===== src/rtl/m_rv32i_pkg.sv =====
// Shared RV32I front-end constants, fetch buffer entry type and opcode-class helper.
package m_rv32i_pkg;

  localparam int unsigned     ILEN               = 32;
  localparam logic [ILEN-1:0] NOP                = 32'h0000_0013;
  localparam logic [ILEN-1:0] DEFAULT_RESET_PC   = 32'h0000_0000;
  localparam int unsigned     DEFAULT_FIFO_DEPTH = 2;

  typedef struct packed {
    logic [ILEN-1:0] pc;
    logic [ILEN-1:0] ir;
  } fetch_entry_t;

  typedef enum logic [2:0] {
    ITYPE_R,
    ITYPE_I,
    ITYPE_S,
    ITYPE_B,
    ITYPE_U,
    ITYPE_J,
    ITYPE_BAD
  } instr_type_e;

  // Type decoder keyed on ir[6:2].
  function automatic instr_type_e decode_type(input logic [4:0] opcode);
    instr_type_e t;
    case (opcode)
      5'b01100:                            t = ITYPE_R;
      5'b00100, 5'b00000, 5'b11001, 5'b11100: t = ITYPE_I;
      5'b01000:                            t = ITYPE_S;
      5'b11000:                            t = ITYPE_B;
      5'b01101, 5'b00101:                  t = ITYPE_U;
      5'b11011:                            t = ITYPE_J;
      default:                             t = ITYPE_BAD;
    endcase
    return t;
  endfunction

endpackage


===== src/rtl/m_fetch_fifo.sv =====
// Small {pc, ir} instruction buffer with push, pop, flush and occupancy count.
module m_fetch_fifo
  import m_rv32i_pkg::*;
#(
  parameter int unsigned DEPTH = DEFAULT_FIFO_DEPTH
) (
  input  logic                       clk,
  input  logic                       rst_n,
  input  logic                       push,
  input  fetch_entry_t               push_data,
  input  logic                       pop,
  input  logic                       flush,
  output fetch_entry_t               head,
  output logic [$clog2(DEPTH+1)-1:0] count
);

  localparam int unsigned PW = $clog2(DEPTH);
  localparam int unsigned CW = $clog2(DEPTH + 1);

  fetch_entry_t  mem_q [DEPTH];
  fetch_entry_t  mem_d [DEPTH];
  logic [PW-1:0] wr_ptr_q, wr_ptr_d;
  logic [PW-1:0] rd_ptr_q, rd_ptr_d;
  logic [CW-1:0] count_q, count_d;
  logic          do_push, do_pop;

  function automatic logic [PW-1:0] ptr_inc(input logic [PW-1:0] p);
    return (p == PW'(DEPTH - 1)) ? '0 : p + PW'(1);
  endfunction

  // Flush dominates push and pop in the same cycle.
  always_comb begin
    do_pop   = pop && (count_q != '0);
    do_push  = push && ((count_q != CW'(DEPTH)) || do_pop);
    mem_d    = mem_q;
    wr_ptr_d = wr_ptr_q;
    rd_ptr_d = rd_ptr_q;
    count_d  = count_q;
    if (flush) begin
      wr_ptr_d = '0;
      rd_ptr_d = '0;
      count_d  = '0;
    end else begin
      if (do_push) begin
        mem_d[wr_ptr_q] = push_data;
        wr_ptr_d        = ptr_inc(wr_ptr_q);
      end
      if (do_pop) begin
        rd_ptr_d = ptr_inc(rd_ptr_q);
      end
      if (do_push && !do_pop) begin
        count_d = count_q + CW'(1);
      end else if (do_pop && !do_push) begin
        count_d = count_q - CW'(1);
      end
    end
  end

  always_ff @(posedge clk or negedge rst_n) begin
    if (!rst_n) begin
      for (int unsigned i = 0; i < DEPTH; i++) begin
        mem_q[i] <= '0;
      end
      wr_ptr_q <= '0;
      rd_ptr_q <= '0;
      count_q  <= '0;
    end else begin
      mem_q    <= mem_d;
      wr_ptr_q <= wr_ptr_d;
      rd_ptr_q <= rd_ptr_d;
      count_q  <= count_d;
    end
  end

  always_comb begin
    head  = mem_q[rd_ptr_q];
    count = count_q;
  end

endmodule


===== src/rtl/m_fetch.sv =====
// Instruction fetch: fixed-latency imem requests into a small buffer feeding decode.
// ir[6:2] is the opcode input of the downstream type decoder (m_rv32i_pkg::decode_type).
module m_fetch
  import m_rv32i_pkg::*;
#(
  parameter logic [31:0] RESET_PC   = DEFAULT_RESET_PC,
  parameter int unsigned FIFO_DEPTH = DEFAULT_FIFO_DEPTH
) (
  input  logic        clk,
  input  logic        rst_n,
  output logic        imem_req,
  output logic [31:0] imem_addr,
  input  logic [31:0] imem_rdata,
  input  logic        redirect_valid,
  input  logic [31:0] redirect_pc,
  output logic        ir_valid,
  input  logic        ir_ready,
  output logic [31:0] ir,
  output logic [31:0] pc
);

  localparam int unsigned CW = $clog2(FIFO_DEPTH + 1);
  localparam int unsigned OW = CW + 1;

  logic [31:0]   fetch_pc_q, fetch_pc_d;
  logic [31:0]   req_pc_q, req_pc_d;
  logic          inflight_q, inflight_d;
  logic          req_epoch_q, req_epoch_d;
  logic          epoch_q, epoch_d;
  logic          issue, pop, push;
  logic [OW-1:0] pending;
  logic [CW-1:0] count;
  fetch_entry_t  head, push_data;

  always_comb begin
    ir_valid  = (count != '0);
    ir        = ir_valid ? head.ir : NOP;
    pc        = ir_valid ? head.pc : '0;
    imem_req  = issue;
    imem_addr = fetch_pc_q;
  end

  // Issue is gated by rst_n so the strobe drops as soon as reset asserts.
  // A response tagged with a stale epoch is dropped; one arriving in the
  // redirect cycle itself is removed by the flush.
  always_comb begin
    pending     = OW'(count) + OW'(inflight_q) - OW'(ir_valid && ir_ready);
    issue       = rst_n && !redirect_valid && (pending < OW'(FIFO_DEPTH));
    pop         = ir_valid && ir_ready && !redirect_valid;
    push        = inflight_q && (req_epoch_q == epoch_q);
    push_data   = '{pc: req_pc_q, ir: imem_rdata};
    fetch_pc_d  = fetch_pc_q;
    req_pc_d    = req_pc_q;
    req_epoch_d = req_epoch_q;
    inflight_d  = issue;
    epoch_d     = epoch_q ^ redirect_valid;
    if (redirect_valid) begin
      fetch_pc_d = redirect_pc & ~32'h3;
    end else if (issue) begin
      fetch_pc_d  = fetch_pc_q + 32'd4;
      req_pc_d    = fetch_pc_q;
      req_epoch_d = epoch_q;
    end
  end

  always_ff @(posedge clk or negedge rst_n) begin
    if (!rst_n) begin
      fetch_pc_q  <= RESET_PC & ~32'h3;
      req_pc_q    <= '0;
      inflight_q  <= 1'b0;
      req_epoch_q <= 1'b0;
      epoch_q     <= 1'b0;
    end else begin
      fetch_pc_q  <= fetch_pc_d;
      req_pc_q    <= req_pc_d;
      inflight_q  <= inflight_d;
      req_epoch_q <= req_epoch_d;
      epoch_q     <= epoch_d;
    end
  end

  m_fetch_fifo #(
    .DEPTH(FIFO_DEPTH)
  ) u_fifo (
    .clk      (clk),
    .rst_n    (rst_n),
    .push     (push),
    .push_data(push_data),
    .pop      (pop),
    .flush    (redirect_valid),
    .head     (head),
    .count    (count)
  );

endmodule


===== config.mk =====
export PLATFORM = sky130hd
export DESIGN_NAME = m_fetch
export DESIGN_NICKNAME = d
export VERILOG_FILES = /design/src/rtl/m_rv32i_pkg.sv /design/src/rtl/m_fetch_fifo.sv /design/src/rtl/m_fetch.sv
export SDC_FILE = /design/constraint.sdc
export NUM_CORES = 1
export LEC_CHECK = 0
export ABC_CLOCK_PERIOD_IN_PS = 3590
export BUFFER_PORTS_ARGS = -buffer_cell sky130_fd_sc_hd__clkbuf_2
export CORE_MARGIN = 4
export CORE_UTILIZATION = 45
export CTS_BUF_LIST = sky130_fd_sc_hd__clkbuf_4
export DETAILED_ROUTE_END_ITERATION = 8
export PLACE_DENSITY = 0.69
export REMOVE_ABC_BUFFERS = 1
export SYNTH_ARGS = -nofsm -noshare
export SYNTH_HDL_FRONTEND = slang
export SYNTH_SLANG_ARGS = --single-unit
export TNS_END_PERCENT = 100

===== constraint.sdc =====
create_clock -name clk -period 3.59 [get_ports clk]
set_input_delay 0.718 -clock clk [delete_from_list [all_inputs] [get_ports clk]]
set_output_delay 0.718 -clock clk [all_outputs]
set_load 0.02 [all_outputs]

## After elaboration in Yosys (flattened, before gate mapping)

Cells that the tools add are included.

| storage, ports and cells | value |
|---|---|
| word-level logic and storage cells | 69 |
| output and inout bits | 98 |
| flip-flop bits (word level) | 199 |

| operators by class | value |
|---|---|
| multiplexer cells | 19 |
| equal/unequal tests | 2 |
| reductions and logical operators | 21 |
| bitwise logic cells | 4 |
| $lt $le $gt $ge | 4 |
| $add $sub $neg | 7 |

Operator list:

| cell | count |
|---|---|
| $mux W64 | 4 |
| $bwmux W128 | 1 |
| $mux W32 | 4 |
| $demux W64 S1 | 1 |
| $add A32 B3 Y32 const B | 1 |
| $logic_and A1 B1 Y1 | 10 |
| $reduce_bool A2 Y1 | 4 |
| $mux W1 | 6 |
| $mux W2 | 3 |
| $ge A2 B2 Y1 const B | 2 |
| $not A1 Y2 | 2 |
| $reduce_and A2 Y1 | 2 |
| $add A2 B1 Y3 | 1 |
| $logic_not A1 Y1 | 3 |
| $lt A3 B2 Y1 const B | 1 |
| $reduce_bool A3 Y1 | 1 |
| $sub A3 B1 Y3 | 1 |
| $add A1 B1 Y1 const B | 2 |
| $add A2 B1 Y2 const B | 1 |
| $lt A2 B1 Y1 const B | 1 |
| $ne A2 B2 Y1 const B | 1 |
| $sub A2 B1 Y2 const B | 1 |
| $eq A1 B1 Y1 | 1 |
| $logic_or A1 B1 Y1 | 1 |
| 2 further kinds | 2 |

## Depth between registers and ports, before layout

Gate-level depths: netlist (run 1).

| depth | value |
|---|---|
| depth after elaboration | 11 |
| depth in mapped cells | 15 |

## By module

Synthesis (run 1) repeated with hierarchy kept, for this count alone.

| second synthesis, totals | value |
|---|---|
| cell total of the unflattened synthesis | 785 |
| area, all modules | 9439.1 sq um |

Modules (own cells, without submodules):

| module | cells an instance | sequential area each (sq um) | area each (sq um) | times used |
|---|---|---|---|---|
| m_fetch_fifo | 366 | 3303.2 | 5920.7 | 1 |
| m_fetch | 419 | 1576.5 | 3518.4 | 1 |

## Worst setup path after synthesis (run 1)

Ideal clock, no wire load.

| timing | value |
|---|---|
| path type | register to output |
| from | register u_fifo.count_q[0], in the netlist u_fifo.count[0] |
| to | output imem_req |
| stages on the path, launching flop included | 14 |
| arrival time | 3.282 ns |
| setup slack | -0.410 ns |
| required time | 2.872 ns |
| cells stage by stage | dfrtp_1 nor2_1 inv_1 nand2_1 inv_1 ha_1 nand2b_1 fa_1 xor2_1 or3_1 inv_1 buf_2 buf_2 buf_1 |

| on the way | value |
|---|---|
| cells in the longest elaborated chain, start to end | 5 |
| elaborated cells between the ends (all ways) | 6 |
| classes of those cells | add/sub (2); order compare (1); reduce/logical (3) |

RTL lines:

| item | line | text |
|---|---|---|
| from (decl) | m_fetch_fifo.sv:24 | `logic [CW-1:0] count_q, count_d;` |
| from (signal assigned) | m_fetch_fifo.sv:71 | `count_q <= count_d;` |
| $reduce_bool A2 Y1 | m_fetch.sv:36 | `ir_valid = (count != '0);` |
| net ir_valid | m_fetch.sv:16 | `output logic ir_valid,` |
| $logic_and A1 B1 Y1 | m_fetch.sv:47 | `pending = OW'(count) + OW'(inflight_q) - OW'(ir_valid && ir_ready);` |
| $sub A3 B1 Y3 | m_fetch.sv:47 |  |
| $lt A3 B2 Y1 | m_fetch.sv:48 | `issue = rst_n && !redirect_valid && (pending < OW'(FIFO_DEPTH));` |
| $logic_and A1 B1 Y1 | m_fetch.sv:48 |  |
| to (decl) | m_fetch.sv:11 | `output logic imem_req,` |

The timed path passes the listed nets, and every way through them passes these cells.

## Worst setup path after layout (run 1)

| timing | value |
|---|---|
| from | register u_fifo.count_q[0], in the netlist u_fifo.count[0] |
| to | output imem_req |

| on the way | value |
|---|---|
| cells in the longest elaborated chain, start to end | 5 |
| elaborated cells between the ends (all ways) | 6 |
| classes of those cells | add/sub (2); order compare (1); reduce/logical (3) |

RTL lines:

| item | line |
|---|---|
| parallel branches: the longest is 2 deep, another holds $add A2 B1 Y3 | n/a |
| $sub A3 B1 Y3 (*) | m_fetch.sv:47 |
| $lt A3 B2 Y1 (*) | m_fetch.sv:48 |
| $logic_and A1 B1 Y1 (*) | m_fetch.sv:48 |

Mark *: on every way between the ends.

==> key figures, run 1 <==
Run status
  – Status: complete, no violations

Worst setup path
  – Crit-path cells: nor2_4 > inv_2 > nand2_2 > buf_6 > inv_4 > ha_4 > nand2b_4 > fa_2 > nand2_2 > or3_4 > inv_4 > buf_8
  – Startpoint Class: register
  – Max incr delay on CP: between 0.5 and 0.6 ns
  – CP Max Fanout: 2
  – Setup CP Type: register to primary output
  – Required @ worst endpoint: 2.87 ns
  – CP Launch Point: u_fifo.count[0]$_DFFE_PN0P_
  – Arr. time, crit path: roughly 2.9 ns
  – Worst path slowest cell: fa_2
  – Crit. End Element: primary output
  – Worst R2R Start: u_fifo.count[0]$_DFFE_PN0P_

GRT
  – First-pass GRT wire length: 35330 µm
  – Number of global-route vias before repair: about 6700
  – Grt ovf: 0
  – Initial antenna violation count: 1
  – All-layer global routing usage: between 20% and 30%
  – Largest net degree at the start of global routing: between 150 and 200

Power and ir drop
  – Max VDD drop: around 420 µV
  – Power Density: 658.3 mW/mm²
  – Total power: between 7 and 8 mW
  – Leak pwr: between 5 and 6 nW

Final layout
  – Non-filler cells, final: 1257
  – Share of layout cells above drive strength 1: between 30% and 40%
  – Design area: 0.01067 mm²
  – P&R area growth vs syn: 20.38%
  – Nets: 1049

Placed design
  – DPL Wire Length: ~14000 µm
  – Place WS: -0.05325 ns
  – IO Port Bufs: 159
  – Placed cell count: roughly 1200
  – GPL Wtd Cong: slightly above 0.8
  – Area post-placement: approximately 0.01 mm²

STA
  – Crit share post-route: 99.96%
  – Setup ws final: approximately 0.0013 ns
  – Hold Violations, Final: 0
  – Post-route minimum period: ~3.6 ns
  – Pins over their slew limit: 0
  – Setup TNS: 0 ns
  – Max Freq: 278.7 MHz
  – Final setup viols: 0
  – Slew HR: between 30% and 40%
  – RSZ-0062 raised after global routing: yes
  – Max Clock Skew: about 0.022 ns
  – Worst slew pin tran: between 0.9 and 1 ns

Run
  – Max cap viols: 0

Drt
  – DR WL met2: 10470 µm
  – Antenna Nets Post-Route: 0
  – Max layer used: met4
  – Vias per cell: around 5.3
  – Avg WL per Cell: 17.29 µm
  – TritonRoute pass-1 iters: 5
  – Drt initial violations: 439
  – Total wire length: 21730 µm
  – Via Count: around 6700
  – Routed length on met1: ~9600 µm
  – WL met3: 1467 µm
  – DRC: 0

CTS
  – Clk pin slew, worst setup/hold paths: about 0.16 ns
  – Clk root buf: clkbuf_4
  – Deepest clock path buffer count: 2
  – Sink Count: 191
  – CTS tree: built
  – TritonCTS buffer count: 17
  – Clk Latency, worst-skew pair: roughly 0.56 ns
  – H-Tree Depth: 4

Floorplanning
  – I/O pins: approximately 170
  – CORE AREA: approximately 0.019 mm²
  – Die width: 148.3 µm
  – Die Ht: approximately 150 µm
  – Cell Rows: 51
  – Die area: 0.02200 mm²
  – Initial Util: between 40% and 50%

Hold path
  – Worst hold start: redirect_pc[2]
  – Worst Hold Class: input pin to register

Synthesis
  – Yosys cell types: 43
  – Synth Flop Type: dfrtp_1
  – Post-synthesis sequential area ratio: 53.95%
  – Mapped Cells: around 790
  – Cell Area, Synth: 0.008860 mm²
  – Ys async rst share: 100.0%
  – Post-synth EDFFs: 0
  – Avg Inst Size Synth: ~11 µm²
  – Yosys Warn Count: 0
  – #FFs+latches synth: ~190
## metrics by stage
stage          util (%)  hold slack (ns)
6_report          54.98           0.3590
5_1_grt           54.98           0.3225
4_1_cts           54.73           0.3141
3_5_place_dp      51.59           0.4890
3_3_place_gp      51.59           0.4797
2_1_floorplan         -           0.4224
## flip-flops by register name, summed over array words and instances (netlist names)
name,flops
u_fifo.count,2
imem_addr,30
u_fifo.mem_q,124
u_fifo.wr_ptr_q,1
req_epoch_q,1
u_fifo.rd_ptr_q,1
req_pc_q,30
inflight_q,1
epoch_q,1
## kinds of logic after synthesis
logic type | share of synthesized area [%]
multiplexers | 22.77
AO/OA/AOI/OAI | 5.451
XOR/XNOR | 0.7909
buffers and inverters | 2.994
other | 0.04233
adder cells (fa/ha/maj) | 0.5084
AND/OR/NAND/NOR | 13.50
flip-flops | 53.95
## synthesized netlist by cell type (2+ instances only)
master,number,area share (%)
a31oi_1,8,0.56
mux2_2,124,16
a22oi_1,6,0.51
inv_1,8,0.34
or3_1,7,0.49
o311ai_0,10,0.99
buf_4,5,0.42
a21oi_1,4,0.23
nor2b_1,2,0.14
buf_2,14,0.79
nor2_1,75,3.2
o21bai_1,2,0.17
o21ai_0,17,0.96
clkbuf_1,26,1.1
nand2b_1,3,0.21
and4_1,3,0.30
mux2i_1,62,7.0
or4_1,6,0.51
and3_1,3,0.21
dfrtp_1,191,54
o311a_1,3,0.34
a221o_1,4,0.45
nand3_1,20,1.1
xnor2_1,3,0.30
o211ai_1,6,0.51
a21o_1,3,0.25
xor2_1,5,0.49
nor3_1,6,0.34
buf_1,8,0.34
nand2_1,132,5.6
and2_1,5,0.35
ha_1,2,0.28
nand4_1,9,0.64
## routing by layer
layer	track usage, %	vias up
li1	-	3133
met1	27.64	3328
met2	33.27	188
met3	5.119	12
met4	4.018	0
met5	0	-
## placed cells by master (no fill, tap or decap), drive strengths merged, types with 3 or more instances in the layout
cell type and instances:
a21o 3, buf 60, and2 5, xor2 5, mux2i 62, nor3 7
nand4 9, clkinvlp 5, mux2 124, and3 3, o211ai 6, clkinv 4
a221o 4, dfrtp 191, and4 3, nor2 75, o311ai 11, a21oi 4
o21ai 17, clkbuf 172, or4 6, or3 7, nand2b 3, nand2 132
conb 4, nand3 21, a31oi 8, xnor2 3, o311a 3, inv 13
a22oi 6
## repair_timing
item / CTS / global route
hold buffers: 2 / 0
setup buffers: 38 / 3
hold endpoints to repair: 21 / 0
setup endpoints to repair: 1 / 7
resized for setup: 11 / 19
pin swaps: 5 / 8
gates cloned: 0 / 0
## area by class of cell
| class | count | area (µm²) |
|---|---|---|
| clock buffer | 17 | 127.6 |
| tap | 265 | 331.6 |
| antenna | 1 | 2.502 |
| clock inverter | 15 | 136.4 |
| fill | 1753 | 8733 |
| timing repair buffer | 217 | 1356 |
| multi-input combinational | 543 | 3891 |
| sequential | 191 | 4785 |
| inverter | 8 | 35.03 |
## critical path: cells and delay by family (launching register included)
family	cells	cell delay (ns)
AND/OR/NAND/NOR	5	0.73
adder cells (fa/ha/maj)	2	0.72
flip-flops	1	0.47
buffers and inverters	5	0.38
## path summary, 6_finish.rpt
kind                                                 end  slack, ns  cells after the start
min in group asynchronous   u_fifo.mem_q[31]$_DFFE_PN0P_       0.56                      2
max in group asynchronous   u_fifo.mem_q[87]$_DFFE_PN0P_       1.51                      3
setup / recovery                                imem_req      0.001                     12
hold / removal                  imem_addr[2]$_DFFE_PN0P_       0.36                      3
setup reg to reg             u_fifo.count[0]$_DFFE_PN0P_       0.09                     26
hold reg to reg            u_fifo.mem_q[117]$_DFFE_PN0P_       0.52                      1
## power by group
part	switching, mW	total, mW	leakage, nW	internal (mW)
Combinational	1.20	2.40	2.52	1.21
Sequential	0.549	3.50	2.44	2.95
Clock	0.767	1.12	0.131	0.353
(Power assumes the default switching activity.)
==> run 2: changes to the inputs <==
Settings changed: HOLD_SLACK_MARGIN set to 0.06, SETUP_SLACK_MARGIN set to 0.02.
==> run 2 against run 1 <==
Effect of this change: combinational power barely moved; final cell count barely moved; global-route usage barely moved; clock power barely moved; via count barely moved; clock skew barely moved; largest cell class unchanged; highest routed layer unchanged.
==> key figures, run 2 (same netlist as run 1, synthesis figures left out) <==
Final layout
  – Max reg flops: 124 (unchanged)
  – P&R area growth vs syn: 20.42% (was 20.38%)
  – Top reg by flops: u_fifo.mem_q (unchanged)
  – Most frequent cells in the layout: 189 x dfrtp_1, 154 x clkbuf_2, 126 x nand2_1 (unchanged)
  – Total of fill cells in the finished design: 1751 (was 1753)
  – Share of layout cells above drive strength 1: 39.49% (was 39.35%)
  – Nets: 1048 (was 1049)
  – Most common cell after layout, fill and taps aside: dfrtp_1 (unchanged)
  – Non-filler cells, final: 1256 (was 1257)

Drt
  – Avg WL per Cell: 17.32 µm (was 17.29 µm)
  – Total wire length: 21760 µm (was 21730 µm)
  – Via Count: 6656 (was 6661)
  – Antenna Nets Post-Route: 0 (unchanged)
  – Max layer used: met4 (unchanged)
  – TritonRoute pass-1 iters: 5 (unchanged)
  – WL met3: 1360 µm (was 1467 µm)
  – Routed length on met1: 9719 µm (was 9620 µm)
  – Drt initial violations: 445 (was 439)
  – Vias per cell: 5.299 (about the same)
  – DR WL met2: 10510 µm (was 10470 µm)
  – DRC: 0 (unchanged)

STA
  – Final setup viols: 0 (unchanged)
  – RSZ-0062 raised after global routing: yes (unchanged)
  – Pins over their slew limit: 0 (unchanged)
  – Slew HR: 44.76% (was 38.98%)
  – Setup ws final: 0.006181 ns (was 0.001323 ns)
  – Hold Violations, Final: 0 (unchanged)
  – Setup TNS: 0 ns (unchanged)
  – Worst slew pin tran: 0.8285 ns (was 0.9123 ns)
  – Max Clock Skew: 0.02206 ns (was 0.02219 ns)
  – Max Freq: 279.0 MHz (was 278.7 MHz)
  – Post-route minimum period: 3.584 ns (was 3.589 ns)
  – Crit share post-route: 99.83% (was 99.96%)

Placed design
  – GPL Wtd Cong: 0.8126 (unchanged)
  – Place WS: -0.05325 ns (unchanged)
  – DPL Wire Length: 13890 µm (unchanged)
  – IO Port Bufs: 159 (unchanged)
  – Placed cell count: 1184 (unchanged)

Worst setup path
  – Max incr delay on CP: 0.53 ns (about the same)
  – Crit-path cells: nor2_4 > inv_2 > nand2_2 > buf_6 > inv_4 > ha_4 > nand2b_4 > fa_2 > nand2_2 > or3_4 > inv_4 > buf_8 (unchanged)
  – Reg-to-Reg End: u_fifo.count[0]$_DFFE_PN0P_ (unchanged)
  – Worst R2R Start: u_fifo.count[0]$_DFFE_PN0P_ (unchanged)
  – Critical Path Stages: 12 (unchanged)
  – Arr. time, crit path: 2.87 ns (about the same)
  – WP buf/inv: 5 (unchanged)
  – Reg2reg path depth: 26 (unchanged)
  – CP Max Fanout: 2 (unchanged)
  – Required @ worst endpoint: 2.87 ns (about the same)
  – Crit. End Element: primary output (unchanged)
  – Startpoint Class: register (unchanged)
  – Worst path slowest cell: fa_2 (unchanged)
  – Setup CP Type: register to primary output (unchanged)
  – Flop-to-flop setup slack: 0.11 ns (was 0.09 ns)
  – CP delay by family, top: simple AND/OR/NAND/NOR gates (unchanged)

Power and ir drop
  – Leak pwr: 5.086 nW (was 5.083 nW)
  – Logic pwr share: 34.2% (about the same)
  – P_int: 4.510 mW (was 4.507 mW)
  – Clock power share: 15.9% (was 16.0%)
  – Sequential share of power: 49.8% (about the same)
  – Max VDD drop: 445.0 µV (was 424.4 µV)
  – Power Density: 658.3 mW/mm² (about the same)
  – Switch share: 35.79% (was 35.80%)
  – Psw: 2.514 mW (was 2.513 mW)

Floorplanning
  – Cell Rows: 51 (unchanged)
  – CORE AREA: 0.01940 mm² (unchanged)
  – Initial Util: 45.67% (unchanged)
  – Die Ht: 148.3 µm (unchanged)
  – Die width: 148.3 µm (unchanged)
  – I/O pins: 166 (unchanged)
  – Die area: 0.02200 mm² (unchanged)

Hold path
  – Worst Hold Class: input pin to async pin (was input pin to register)

CTS
  – Clk Latency, worst-skew pair: 0.56 ns (about the same)
  – H-Tree Depth: 4 (unchanged)
  – Sink Count: 191 (unchanged)
  – CTS tree: built (unchanged)
  – TritonCTS buffer count: 17 (unchanged)
  – Clk pin slew, worst setup/hold paths: 0.15 ns (was 0.16 ns)
  – Clk root buf: clkbuf_4 (unchanged)
  – Deepest clock path buffer count: 2 (unchanged)

GRT
  – Number of global-route vias before repair: 6739 (was 6742)
  – Initial antenna violation count: 1 (unchanged)
  – Grt ovf: 0 (unchanged)
  – Largest net degree at the start of global routing: 160 (unchanged)
  – First-pass GRT wire length: 35350 µm (was 35330 µm)
  – All-layer global routing usage: 20.29% (was 20.26%)

Run
  – Max cap viols: 0 (unchanged)

Run status
  – Status: complete, no violations (unchanged)
-- run 2: changes by cell type in the layout (fill, tap and decap cells not counted) --
| cell | previous run | this run |
|---|---|---|
| dlygate4sd3_1 | 2 | 0 |
| buf_12 | 6 | 7 |
| buf_4 | 48 | 47 |
| buf_6 | 5 | 6 |
-- run 2: through the flow --
step	power (mW)	hold WS, ns	instance area [µm²]	utilization (%)
final	7.023	0.1492	10670	55.00
after detailed placement	5.778	0.4890	10010	51.59
after floorplan	4.986	0.4224	8636	-
after global placement	5.668	0.4797	10010	51.59
after global routing	7.526	0.09837	10670	55.00
after CTS	7.051	0.09629	10620	54.73
-- run 2: what timing repair did --
| action | CTS | global route |
|---|---|---|
| hold buffers | 1 | 0 |
| buffers inserted | 38 | 4 |
| endpoints found under the setup margin | 1 | 7 |
| pin swaps | 5 | 7 |
| endpoints found under the hold margin | 32 | 0 |
| resized for setup | 11 | 20 |
-- run 2: power groups by stage --
stage / Combinational (mW) / Clock, mW / Sequential [mW]
finish: 2.41 / 1.12 / 3.50
global route: 2.67 / 1.25 / 3.61
CTS: 2.39 / 1.16 / 3.49
detailed placement: 2.23 / 0 / 3.55
global placement: 2.16 / 0 / 3.50
floorplan: 1.51 / 0 / 3.48
-- run 2: final cells by class --
type | instances | area, µm² | share of cell area [%]
Tap cell | 265 | 331.6 | 3.108
Antenna cell | 1 | 2.502 | 0.02345
Multi-Input combinational cell | 543 | 3891 | 36.47
Clock inverter | 15 | 136.4 | 1.278
Sequential cell | 191 | 4785 | 44.85
Clock buffer | 17 | 127.6 | 1.196
Timing Repair Buffer | 216 | 1360 | 12.75
Inverter | 8 | 35.03 | 0.3284
-- run 2: how the worst max path moves through the flow --
stage,start,slack [ns],end
2_1_floorplan,u_fifo.count[0]$_DFFE_PN0P_,-3.73,imem_addr[4]$_DFFE_PN0P_
3_3_place_gp,ir_ready,0.007,imem_addr[27]$_DFFE_PN0P_
3_5_place_dp,ir_ready,-0.05,imem_addr[27]$_DFFE_PN0P_
4_1_cts,u_fifo.count[1]$_DFFE_PN0P_,-0.01,imem_req
5_1_grt,u_fifo.count[0]$_DFFE_PN0P_,-0.12,imem_req
6_report,u_fifo.count[0]$_DFFE_PN0P_,0.006,imem_req
-- run 2: metal layers --
layer | up-vias | GRT usage, %
met2 | 184 | 33.34
li1 | 3134 | -
met1 | 3325 | 27.66
met4 | 0 | 4.018
met3 | 13 | 5.119
met5 | - | 0
==> run 3: changes to the inputs <==
Settings changed: ABC_CLOCK_PERIOD_IN_PS 3590 to 4400, MAX_ROUTING_LAYER set to met4, PLACE_DENSITY 0.69 to not set, PLACE_DENSITY_LB_ADDON set to 0.2.
Clock period 3.59 ns to 4.4 ns, I/O delays scaled along.
==> run 3 against run 2 <==
Effect of this change: hold slack gained 0.039 ns; clock skew rose by 0.0021 ns; largest cell class unchanged; sequential power fell by 18%; utilization down 2.5 points.
==> key figures, run 3 (same netlist as run 1, synthesis figures left out) <==
Run status
  – Status: complete, no violations (unchanged)

Drt
  – Vias per cell: 5.322 (was 5.299)
  – Antenna Nets Post-Route: 0 (unchanged)
  – DRC: 0 (unchanged)
  – Avg WL per Cell: 17.25 µm (was 17.32 µm)
  – Drt initial violations: 376 (was 445)
  – Via Count: 6450 (was 6656)
  – TritonRoute pass-1 iters: 5 (unchanged)
  – Total wire length: 20910 µm (was 21760 µm)

CTS
  – Clk root buf: clkbuf_4 (unchanged)
  – Deepest clock path buffer count: 2 (unchanged)
  – CTS tree: built (unchanged)
  – Clk pin slew, worst setup/hold paths: 0.15 ns (about the same)
  – Sink Count: 191 (unchanged)
  – TritonCTS buffer count: 17 (unchanged)
  – Clk Latency, worst-skew pair: 0.57 ns (was 0.56 ns)
  – H-Tree Depth: 4 (unchanged)

Placed design
  – IO Port Bufs: 159 (unchanged)
  – DPL Wire Length: 13750 µm (was 13890 µm)
  – GPL Wtd Cong: 0.8511 (was 0.8126)
  – Placed cell count: 1180 (was 1184)
  – Place WS: 0.4153 ns (was -0.05325 ns)

GRT
  – Largest net degree at the start of global routing: 64 (was 160)
  – Number of global-route vias before repair: 6330 (was 6739)
  – First-pass GRT wire length: 33580 µm (was 35350 µm)
  – Gr busiest metal: met2 (unchanged)
  – All-layer global routing usage: 19.88% (was 20.29%)
  – Met2 GRT Util: 28.82% (was 33.34%)
  – Initial antenna violation count: 0 (was 1)
  – Grt met3 use: 4.601% (was 5.119%)
  – Grt ovf: 0 (unchanged)
  – Met1 GRT Util: 28.13% (was 27.66%)

STA
  – Setup TNS: 0 ns (unchanged)
  – Final setup viols: 0 (unchanged)
  – Worst slew pin tran: 1.126 ns (was 0.8285 ns)
  – Max Clock Skew: 0.02417 ns (was 0.02206 ns)
  – Hold Violations, Final: 0 (unchanged)
  – Max Freq: between 200 and 250 MHz
  – Pins over their slew limit: 0 (unchanged)
  – Slew HR: 24.65% (was 44.76%)
  – RSZ-0062 raised after global routing: no (was yes)
  – Setup ws final: 0.2482 ns (was 0.006181 ns)
  – Post-route minimum period: approximately 4.2 ns
  – Crit share post-route: ~94%

Floorplanning
  – Die area: 0.02200 mm² (unchanged)
  – CORE AREA: 0.01940 mm² (unchanged)
  – Die width: 148.3 µm (unchanged)
  – Initial Util: 45.67% (unchanged)
  – Die Ht: 148.3 µm (unchanged)
  – I/O pins: 166 (unchanged)
  – Cell Rows: 51 (unchanged)

Power and ir drop
  – Logic pwr share: 31.6% (was 34.2%)
  – P_int: 3.541 mW (was 4.510 mW)
  – Psw: 1.955 mW (was 2.514 mW)
  – Total power: 5.496 mW (was 7.023 mW)
  – Sequential share of power: 52.1% (was 49.8%)
  – Switch share: 35.57% (was 35.79%)
  – Clock power share: 16.3% (was 15.9%)
  – Max VDD drop: 306.6 µV (was 445.0 µV)
  – Leak pwr: 4.841 nW (was 5.086 nW)
  – Power Density: 539.4 mW/mm² (was 658.3 mW/mm²)

Worst setup path
  – Reg2reg path depth: 13 (was 26)
  – Startpoint Class: register (unchanged)
  – Flop-to-flop setup slack: 0.79 ns (was 0.11 ns)
  – CP Launch Point: u_fifo.count[0]$_DFFE_PN0P_ (unchanged)
  – Crit. End Element: primary output (unchanged)
  – Required @ worst endpoint: 3.52 ns (was 2.87 ns)
  – Arr. time, crit path: 3.27 ns (was 2.87 ns)
  – Reg-to-Reg End: imem_addr[6]$_DFFE_PN0P_ (was u_fifo.count[0]$_DFFE_PN0P_)
  – Worst R2R Start: u_fifo.count[0]$_DFFE_PN0P_ (unchanged)
  – Setup CP Type: register to primary output (unchanged)
  – CP Max Fanout: 6 (was 2)

Final layout
  – Final Util: 52.53% (was 55.00%)
  – Non-filler cells, final: 1212 (was 1256)
  – P&R area growth vs syn: 15.01% (was 20.42%)
  – Most common cell after layout, fill and taps aside: dfrtp_1 (unchanged)
  – Max reg flops: 124 (unchanged)
  – Ant diodes: 0 (was 1)
  – Nets: 1006 (was 1048)
  – Most frequent cells in the layout: 188 x dfrtp_1, 158 x clkbuf_2, 130 x nand2_1 (was 189 x dfrtp_1, 154 x clkbuf_2, 126 x nand2_1)
  – Share of layout cells above drive strength 1: 35.90% (was 39.49%)
  – Top reg by flops: u_fifo.mem_q (unchanged)

Run
  – Max cap viols: 0 (unchanged)

Hold path
  – Worst Hold Class: input pin to async pin (unchanged)
## run 3: how the worst max path moves through the flow
stage	slack (ns)	depth (start not counted)	end
after detailed placement	0.42	12	imem_addr[11]$_DFFE_PN0P_
after global placement	0.49	12	imem_addr[11]$_DFFE_PN0P_
after floorplan	-2.92	13	imem_addr[4]$_DFFE_PN0P_
after global routing	0.04	11	imem_req
final	0.25	11	imem_req
after CTS	0.13	11	imem_req
## run 3: layer usage
| metal | vias to the layer above | wire [µm] |
|---|---|---|
| met5 | - | 0 |
| met4 | 0 | 376 |
| met3 | 29 | 1281 |
| met2 | 213 | 9299 |
| met1 | 3155 | 9951 |
| li1 | 3053 | - |
## run 3: stage by stage
step,hold WS [ns],area [µm²]
after global placement,0.4835,9916
after CTS,0.1579,10170
after global routing,0.1338,10190
final,0.1885,10190
after floorplan,0.4590,8636
after detailed placement,0.4901,9916
## run 3: cell type report
type	count	area (µm²)
clock buffer	19	142.6
clock inverter	12	115.1
fill	1822	9209
inverter	8	33.78
multi-input combinational	543	3851
sequential	191	4786
tap	265	331.6
timing repair buffer	174	929.6
## run 3: what timing repair did
item	CTS	global route
resized for setup	0	4
setup endpoints to repair	0	1
buffers inserted	0	1
hold buffers	0	0
## run 3: power by group through the flow
stage | Clock (mW) | Combinational (mW) | Sequential (mW)
2_1_floorplan | 0 | 1.23 | 2.84
3_3_place_gp | 0 | 1.72 | 2.89
3_5_place_dp | 0 | 1.76 | 2.91
4_1_cts | 0.932 | 1.76 | 2.86
5_1_grt | 1.01 | 1.94 | 2.96
6_report | 0.898 | 1.74 | 2.86
## run 3: worst max-delay path, stage by stage, from the launching register on
cell	delay, ns
dfrtp_2	0.48
nor2_4	0.12
inv_1	0.11
nand2_2	0.12
inv_1	0.05
ha_1	0.25
nand2b_1	0.15
fa_1	0.37
xor2_1	0.20
or3_2	0.52
clkinvlp_4	0.16
clkbuf_2	0.19
